--- config.mk ---
export PLATFORM = sky130hd
export DESIGN_NAME = alu_seq_flat
export DESIGN_NICKNAME = d
export VERILOG_FILES = /design/src/rtl/alu_seq_if.sv /design/src/rtl/alu_seq.sv /design/src/flat_wrapper.sv
export SDC_FILE = /design/constraint.sdc
export NUM_CORES = 1
export LEC_CHECK = 0
export CAP_MARGIN = 20
export CORE_ASPECT_RATIO = 1.4
export CORE_MARGIN = 4
export CORE_UTILIZATION = 45
export CTS_BUF_LIST = sky130_fd_sc_hd__clkbuf_8
export CTS_CLUSTER_SIZE = 12
export DETAILED_ROUTE_END_ITERATION = 8
export SKIP_LAST_GASP = 1
export SLEW_MARGIN = 20
export SYNTH_ARGS = -nofsm -noshare
export SYNTH_HDL_FRONTEND = slang
export SYNTH_SLANG_ARGS = --single-unit
--- constraint.sdc ---
create_clock -name clk -period 8 [get_ports clk]
set_input_delay 1.2 -clock clk [delete_from_list [all_inputs] [get_ports clk]]
set_output_delay 1.2 -clock clk [all_outputs]
set_load 0.05 [all_outputs]
--- src/rtl/alu_seq_if.sv ---
// alu_seq_if: groups the request/response signals of alu_seq.
//   master : drives start, Operation, A, B; observes ALUOut, Hi, Zero, busy, done
//   slave  : the ALU side (inverse directions)
interface alu_seq_if #(
  parameter int unsigned WIDTH = 32
);
  logic             start;
  logic [3:0]       Operation;
  logic [WIDTH-1:0] A;
  logic [WIDTH-1:0] B;
  logic [WIDTH-1:0] ALUOut;
  logic [WIDTH-1:0] Hi;
  logic             Zero;
  logic             busy;
  logic             done;

  modport master (
    output start, Operation, A, B,
    input  ALUOut, Hi, Zero, busy, done
  );

  modport slave (
    input  start, Operation, A, B,
    output ALUOut, Hi, Zero, busy, done
  );
endinterface

--- src/rtl/alu_seq.sv ---
// alu_seq: multi-cycle execute-stage ALU.
//   Single-cycle ops (AND, OR, ADD, SUB, SLTU, NOR) write ALUOut on the
//   accepting edge; MULU (shift-add) and DIVU (restoring) take WIDTH cycles
//   and write {Hi, ALUOut}. done pulses for one cycle after every update.
// Ports:
//   clk   : rising-edge clock
//   reset : asynchronous, active-high, clears all state
//   bus   : alu_seq_if slave (start, Operation, A, B -> ALUOut, Hi, Zero,
//           busy, done)
module alu_seq #(
  parameter int unsigned WIDTH = 32
) (
  input  logic     clk,
  input  logic     reset,
  alu_seq_if.slave bus
);

  localparam int unsigned CW = $clog2(WIDTH) + 1;

  localparam logic [3:0] OP_AND  = 4'b0000;
  localparam logic [3:0] OP_OR   = 4'b0001;
  localparam logic [3:0] OP_ADD  = 4'b0010;
  localparam logic [3:0] OP_SUB  = 4'b0110;
  localparam logic [3:0] OP_SLTU = 4'b0111;
  localparam logic [3:0] OP_NOR  = 4'b1100;
  localparam logic [3:0] OP_MULU = 4'b1000;
  localparam logic [3:0] OP_DIVU = 4'b1001;

  typedef enum logic [1:0] {
    S_IDLE,
    S_MUL,
    S_DIV
  } state_e;

  state_e             state_q, state_d;
  logic [CW-1:0]      cnt_q, cnt_d;
  logic [WIDTH-1:0]   opnd_q, opnd_d;     // multiplicand or divisor
  logic [2*WIDTH-1:0] work_q, work_d;     // {acc, multiplier} or {rem, dividend/quotient}
  logic [WIDTH-1:0]   alu_q, alu_d;
  logic [WIDTH-1:0]   hi_q, hi_d;
  logic               done_q, done_d;

  logic [WIDTH:0]     mul_sum;
  logic [2*WIDTH-1:0] mul_next;
  logic [WIDTH:0]     div_shift;
  logic [WIDTH:0]     div_diff;
  logic               div_ge;
  logic [WIDTH-1:0]   div_rem;
  logic [2*WIDTH-1:0] div_next;
  logic [2*WIDTH-1:0] iter_next;
  logic               last_iter;
  logic [WIDTH-1:0]   single_res;

  // One iteration of each algorithm, computed from the working registers.
  // Both leave the high half in Hi and the low half in ALUOut at the end.
  always_comb begin
    // Shift-add: add multiplicand to the upper half when the current
    // multiplier LSB is set, then shift the whole product right by one.
    mul_sum   = {1'b0, work_q[2*WIDTH-1:WIDTH]} +
                (work_q[0] ? {1'b0, opnd_q} : '0);
    mul_next  = {mul_sum, work_q[WIDTH-1:1]};

    // Restoring divide: shift the next dividend bit into the remainder,
    // subtract when it fits; the quotient bit enters at the LSB.
    div_shift = {work_q[2*WIDTH-1:WIDTH], work_q[WIDTH-1]};
    div_diff  = div_shift - {1'b0, opnd_q};
    div_ge    = (div_shift >= {1'b0, opnd_q});
    div_rem   = div_ge ? div_diff[WIDTH-1:0] : div_shift[WIDTH-1:0];
    div_next  = {div_rem, work_q[WIDTH-2:0], div_ge};

    iter_next = (state_q == S_DIV) ? div_next : mul_next;
    last_iter = (cnt_q == CW'(WIDTH - 1));
  end

  always_comb begin
    case (bus.Operation)
      OP_AND:  single_res = bus.A & bus.B;
      OP_OR:   single_res = bus.A | bus.B;
      OP_ADD:  single_res = bus.A + bus.B;
      OP_SUB:  single_res = bus.A - bus.B;
      OP_SLTU: single_res = {{(WIDTH-1){1'b0}}, (bus.A < bus.B)};
      OP_NOR:  single_res = ~(bus.A | bus.B);
      default: single_res = '0;
    endcase
  end

  always_comb begin
    state_d = state_q;
    cnt_d   = cnt_q;
    opnd_d  = opnd_q;
    work_d  = work_q;
    alu_d   = alu_q;
    hi_d    = hi_q;
    done_d  = 1'b0;

    case (state_q)
      S_IDLE: begin
        if (bus.start) begin
          if (bus.Operation == OP_MULU) begin
            state_d = S_MUL;
            cnt_d   = '0;
            opnd_d  = bus.A;
            work_d  = {{WIDTH{1'b0}}, bus.B};
          end else if (bus.Operation == OP_DIVU) begin
            state_d = S_DIV;
            cnt_d   = '0;
            opnd_d  = bus.B;
            work_d  = {{WIDTH{1'b0}}, bus.A};
          end else begin
            alu_d  = single_res;
            done_d = 1'b1;
          end
        end
      end
      S_MUL, S_DIV: begin
        work_d = iter_next;
        cnt_d  = cnt_q + 1'b1;
        if (last_iter) begin
          // The final iteration feeds the result registers directly, so the
          // outputs never show partial values.
          state_d = S_IDLE;
          cnt_d   = '0;
          alu_d   = iter_next[WIDTH-1:0];
          hi_d    = iter_next[2*WIDTH-1:WIDTH];
          done_d  = 1'b1;
        end
      end
      default: state_d = S_IDLE;
    endcase
  end

  always_ff @(posedge clk or posedge reset) begin
    if (reset) begin
      state_q <= S_IDLE;
      cnt_q   <= '0;
      opnd_q  <= '0;
      work_q  <= '0;
      alu_q   <= '0;
      hi_q    <= '0;
      done_q  <= 1'b0;
    end else begin
      state_q <= state_d;
      cnt_q   <= cnt_d;
      opnd_q  <= opnd_d;
      work_q  <= work_d;
      alu_q   <= alu_d;
      hi_q    <= hi_d;
      done_q  <= done_d;
    end
  end

  assign bus.ALUOut = alu_q;
  assign bus.Hi     = hi_q;
  assign bus.Zero   = (alu_q == '0);
  assign bus.busy   = (state_q != S_IDLE);
  assign bus.done   = done_q;

endmodule

--- src/flat_wrapper.sv ---
// flat-port wrapper written by rule: the top's interface ports become plain ports
module alu_seq_flat 
#(
  parameter int unsigned WIDTH = 32
)
  (clk, reset, bus_start, bus_Operation, bus_A, bus_B, bus_ALUOut, bus_Hi, bus_Zero, bus_busy, bus_done);
  alu_seq_if #(.WIDTH(WIDTH)) bus_i ();
  input  logic clk;
  input  logic reset;
  input wire logic [$bits(bus_i.start)-1:0] bus_start;
  input wire logic [$bits(bus_i.Operation)-1:0] bus_Operation;
  input wire logic [$bits(bus_i.A)-1:0] bus_A;
  input wire logic [$bits(bus_i.B)-1:0] bus_B;
  output wire logic [$bits(bus_i.ALUOut)-1:0] bus_ALUOut;
  output wire logic [$bits(bus_i.Hi)-1:0] bus_Hi;
  output wire logic [$bits(bus_i.Zero)-1:0] bus_Zero;
  output wire logic [$bits(bus_i.busy)-1:0] bus_busy;
  output wire logic [$bits(bus_i.done)-1:0] bus_done;
  assign bus_i.start = bus_start;
  assign bus_i.Operation = bus_Operation;
  assign bus_i.A = bus_A;
  assign bus_i.B = bus_B;
  assign bus_ALUOut = bus_i.ALUOut;
  assign bus_Hi = bus_i.Hi;
  assign bus_Zero = bus_i.Zero;
  assign bus_busy = bus_i.busy;
  assign bus_done = bus_i.done;
  alu_seq #(.WIDTH(WIDTH)) u_core (.clk(clk), .reset(reset), .bus(bus_i));
endmodule
==> run_results.csv <==
group,metric,value,unit
timing,timing.hold.ws,485,ps
timing,drv_slew,0,
grt,grt_max_degree,101,
cells_and_area,final_util,0.513,
route,drt_wl_total,64200,microns
floorplanning,die_h,238,microns
grt,grt_remaining_overflow,0,
route,post_drt_via_cell_ratio,6.08,
placement,dp.final_hpwl,47900,microns
timing,tightest_slew,995,ps
placement,io_buffers,137,
timing,period_needed,5000,ps
critical_path,slowest_delay,660,ps
yosys,yosys_register_bits,169,
cells_and_area,fin_nets,2511,
cells_and_area,drive_gt1_frac,0.0562,
grt,grt_use_total,0.310,
clock_tree,hold_buffers,0,
pwr,powerDensity,351,mW/mm^2
timing,fin_crit_sh,0.625,
grt,grt_first_pass_wirelength,98000,microns
cells_and_area,layout-area-overhead-vs-synth,12.0,%
yosys,yosysSeqAreaShare,0.250,
cells_and_area,stdcell_count,2746,
placement,dp_cells,2712,
yosys,yosysTopAreaCell,"dfrtp_1",
yosys,synth_compound_area_frac,0.273,
flow_run,cap_violations,0,
floorplanning,die-width,172,microns
clock_tree,htreeDepth,4,
status,outcome,"completed",
grt,antenna_found_initial,4,
critical_path,critical_path.startpoint_type,"input pin",
clock_tree,root_buffer,"clkbuf_8",
route,final_antenna_net_count,0,
cells_and_area,fin_area,0.0190,sq mm
hold_path,hp-class,"register to register",
timing,worst_slack,3000,ps
critical_path,critical_path.top_delay_family,"compound AO/OA/AOI/OAI gates",
timing,setup_viol,0,
clock_tree,post_cts_resized,0,
yosys,synthCells,2225,
clock_tree,cts.clk_slew.worst_paths,110,ps
pwr,power,6.67,mW
yosys,synth_edf_count,0,
route,first_pass_iters,6,
critical_path,crit_slowest_cell,"nor4_2",
yosys,synth_top_family_by_area,"compound AO/OA/AOI/OAI gates",
pwr,irDropWorstVdd,0.227,mV
timing,fmax,200,MHz
yosys,synth-simple-area-share,0.193,
yosys,synth_cell_type_count,86,
placement,placedInstanceArea,0.0186,sq mm
yosys,synthAdderAreaFrac,0.132,
yosys,synthTopCellsByArea,"dfrtp_1 (25%), ha_1 (13%), nand2_1 (7.5%)",
critical_path,worstPathRequired,8420,ps
placement,pre_cts_ws,2550,ps
floorplanning,die-area,0.0409,sq mm
critical_path,crit_path_max_fanout,11,
yosys,syn_avg_cell_area,7.61,sq um
floorplanning,io_pins,138,
placement,gp_congestion,0.951,
clock_tree,cts_buffers,17,
timing,hold_viol,0,
cells_and_area,final_common_cell,"nand2_1",
grt,grt_pass1_vias,16500,
floorplanning,row_count,83,
floorplanning,start_util,0.458,
clock_tree,cts_tree,"built",
yosys,syn_nets,2472,
critical_path,cp_cell_sequence,"clkdlybuf4s50_1 -> inv_1 -> ha_1 -> nor4_2 -> nand3_1 -> a211oi_1 -> o31ai_1 -> a21oi_1 -> a31oi_1 -> o21ai_0 -> a21o_1 -> a21oi_1 -> o31ai_1 -> nand3_1",
pwr,p_leak,8.71,nW
yosys,synthMuxAreaShare,0.0448,
yosys,yosysTopAreaCellShare,0.250,
timing,clock_skew,13.0,ps
route,drc,0,
route,drtIter0Drc,1293,
critical_path,end_kind,"register",
timing,rsz0062_at_grt,"no",
timing,relSlewSlack,0.332,
clock_tree,clock-sinks,169,
floorplanning,core_area,0.0370,sq mm
critical_path,crit_buf_inv,2,
critical_path,crit_arrival,5420,ps
yosys,syn_area,0.0169,sq mm
yosys,synthXorXnorAreaFrac,0.0414,
yosys,synthArstFlopShare,1.00,
critical_path,crit_type,"input pin to register",
clock_tree,clock_path_buffers,2,
yosys,synth_warnings,0,
cells_and_area,layout_common_cells,"nand2_1 (339), a21oi_1 (174), o21ai_0 (173), ha_1 (170), dfrtp_1 (168)",
clock_tree,worstSkewPairLatency,540,ps
timing,fin_setup_tns,0,ps
route,wl_per_cell,23.4,microns
clock_tree,post_cts_buffers,0,
yosys,synthFlopType,"dfrtp_1",
route,vias,16700,
==> synthesized netlist by cell type, types with 9 or more instances <==
cell       instances
a2111oi_0         11
a211oi_1          15
a21o_1            47
a21oi_1          174
a221oi_1          24
a31oi_1           50
a32o_1            11
and2_1            44
buf_1             12
buf_2              9
clkbuf_1         114
dfrtp_1          169
ha_1             172
inv_1            150
mux2_2            30
mux2i_1           41
nand2_1          340
nand2b_1          18
nand3_1           37
nand4_1           20
nor2_1           167
nor2b_1           19
nor3_1            30
nor4_1            18
o211ai_1          23
o21a_1            29
o21ai_0          173
o21bai_1          22
o22ai_1           14
o31ai_1           25
xnor2_1           48
xor2_1            32
==> state kept, by name (all words and copies together) (netlist names) <==
register	cells
u_core.bus.Hi	32
u_core.state_q	2
u_core.cnt_q	6
u_core.opnd_q	32
u_core.bus.ALUOut	32
u_core.work_q	64
u_core.bus.done	1
==> area by class of cell <==
| type | count | area (sq um) |
|---|---|---|
| diodes | 2 | 5.00 |
| clock buffers | 17 | 234 |
| clock inverters | 15 | 179 |
| fillers | 3661 | 18000 |
| inverters | 150 | 568 |
| multi-input cells | 1767 | 11600 |
| flip-flops and latches | 169 | 4230 |
| well taps | 467 | 584 |
| repair buffers | 159 | 1530 |
==> kinds of logic (layout without fill, tap and decap cells) <==
logic type      after synthesis  in the layout
xor+xnor                     80             80
compound gates              708            708
fa+ha+maj                   176            176
buf+inv                     289            341
simple gates                731            731
mux                          72             72
other cells                   0              2
flops                       169            169
==> power by group <==
part           internal, mW  leakage (nW)  switching (mW)
sequential             1.17          2.15           0.377
combinational          1.61          6.35            2.83
clock                 0.264         0.206           0.411
total                  3.04          8.71            3.62
==> worst min-delay path, delay by kind of cell, from the launching register on <==
kind / cells / cell delay [ps]
AOI/OAI and AO/OA: 1 / 60
DFF: 1 / 350
and+or+nand+nor: 1 / 40
==> per-layer routing <==
metal | share of wire | vias to the layer above | global-route usage
li1 | - | 7958 | -
met1 | 0.41 | 8005 | 0.388
met3 | 0.048 | 134 | 0.0341
met2 | 0.50 | 593 | 0.537
met4 | 0.042 | 2 | 0.131
met5 | 0.00017 | - | 0
==> path summary, 6_finish.rpt <==
kind	startpoint	end	slack, ps	cells past startpoint
max	bus_B[13]	u_core.bus.ALUOut[0]	3000	14
min	u_core.bus.Hi[10]	u_core.bus.Hi[10]	490	2
max reg2reg	u_core.work_q[0]	u_core.bus.Hi[25]	3770	14
min reg2reg	u_core.bus.Hi[10]	u_core.bus.Hi[10]	490	2
max in group asynchronous	reset	u_core.work_q[0]	5130	3
min in group asynchronous	reset	u_core.bus.ALUOut[3]	1270	2
Note: power is estimated with default switching activity, not from simulation.
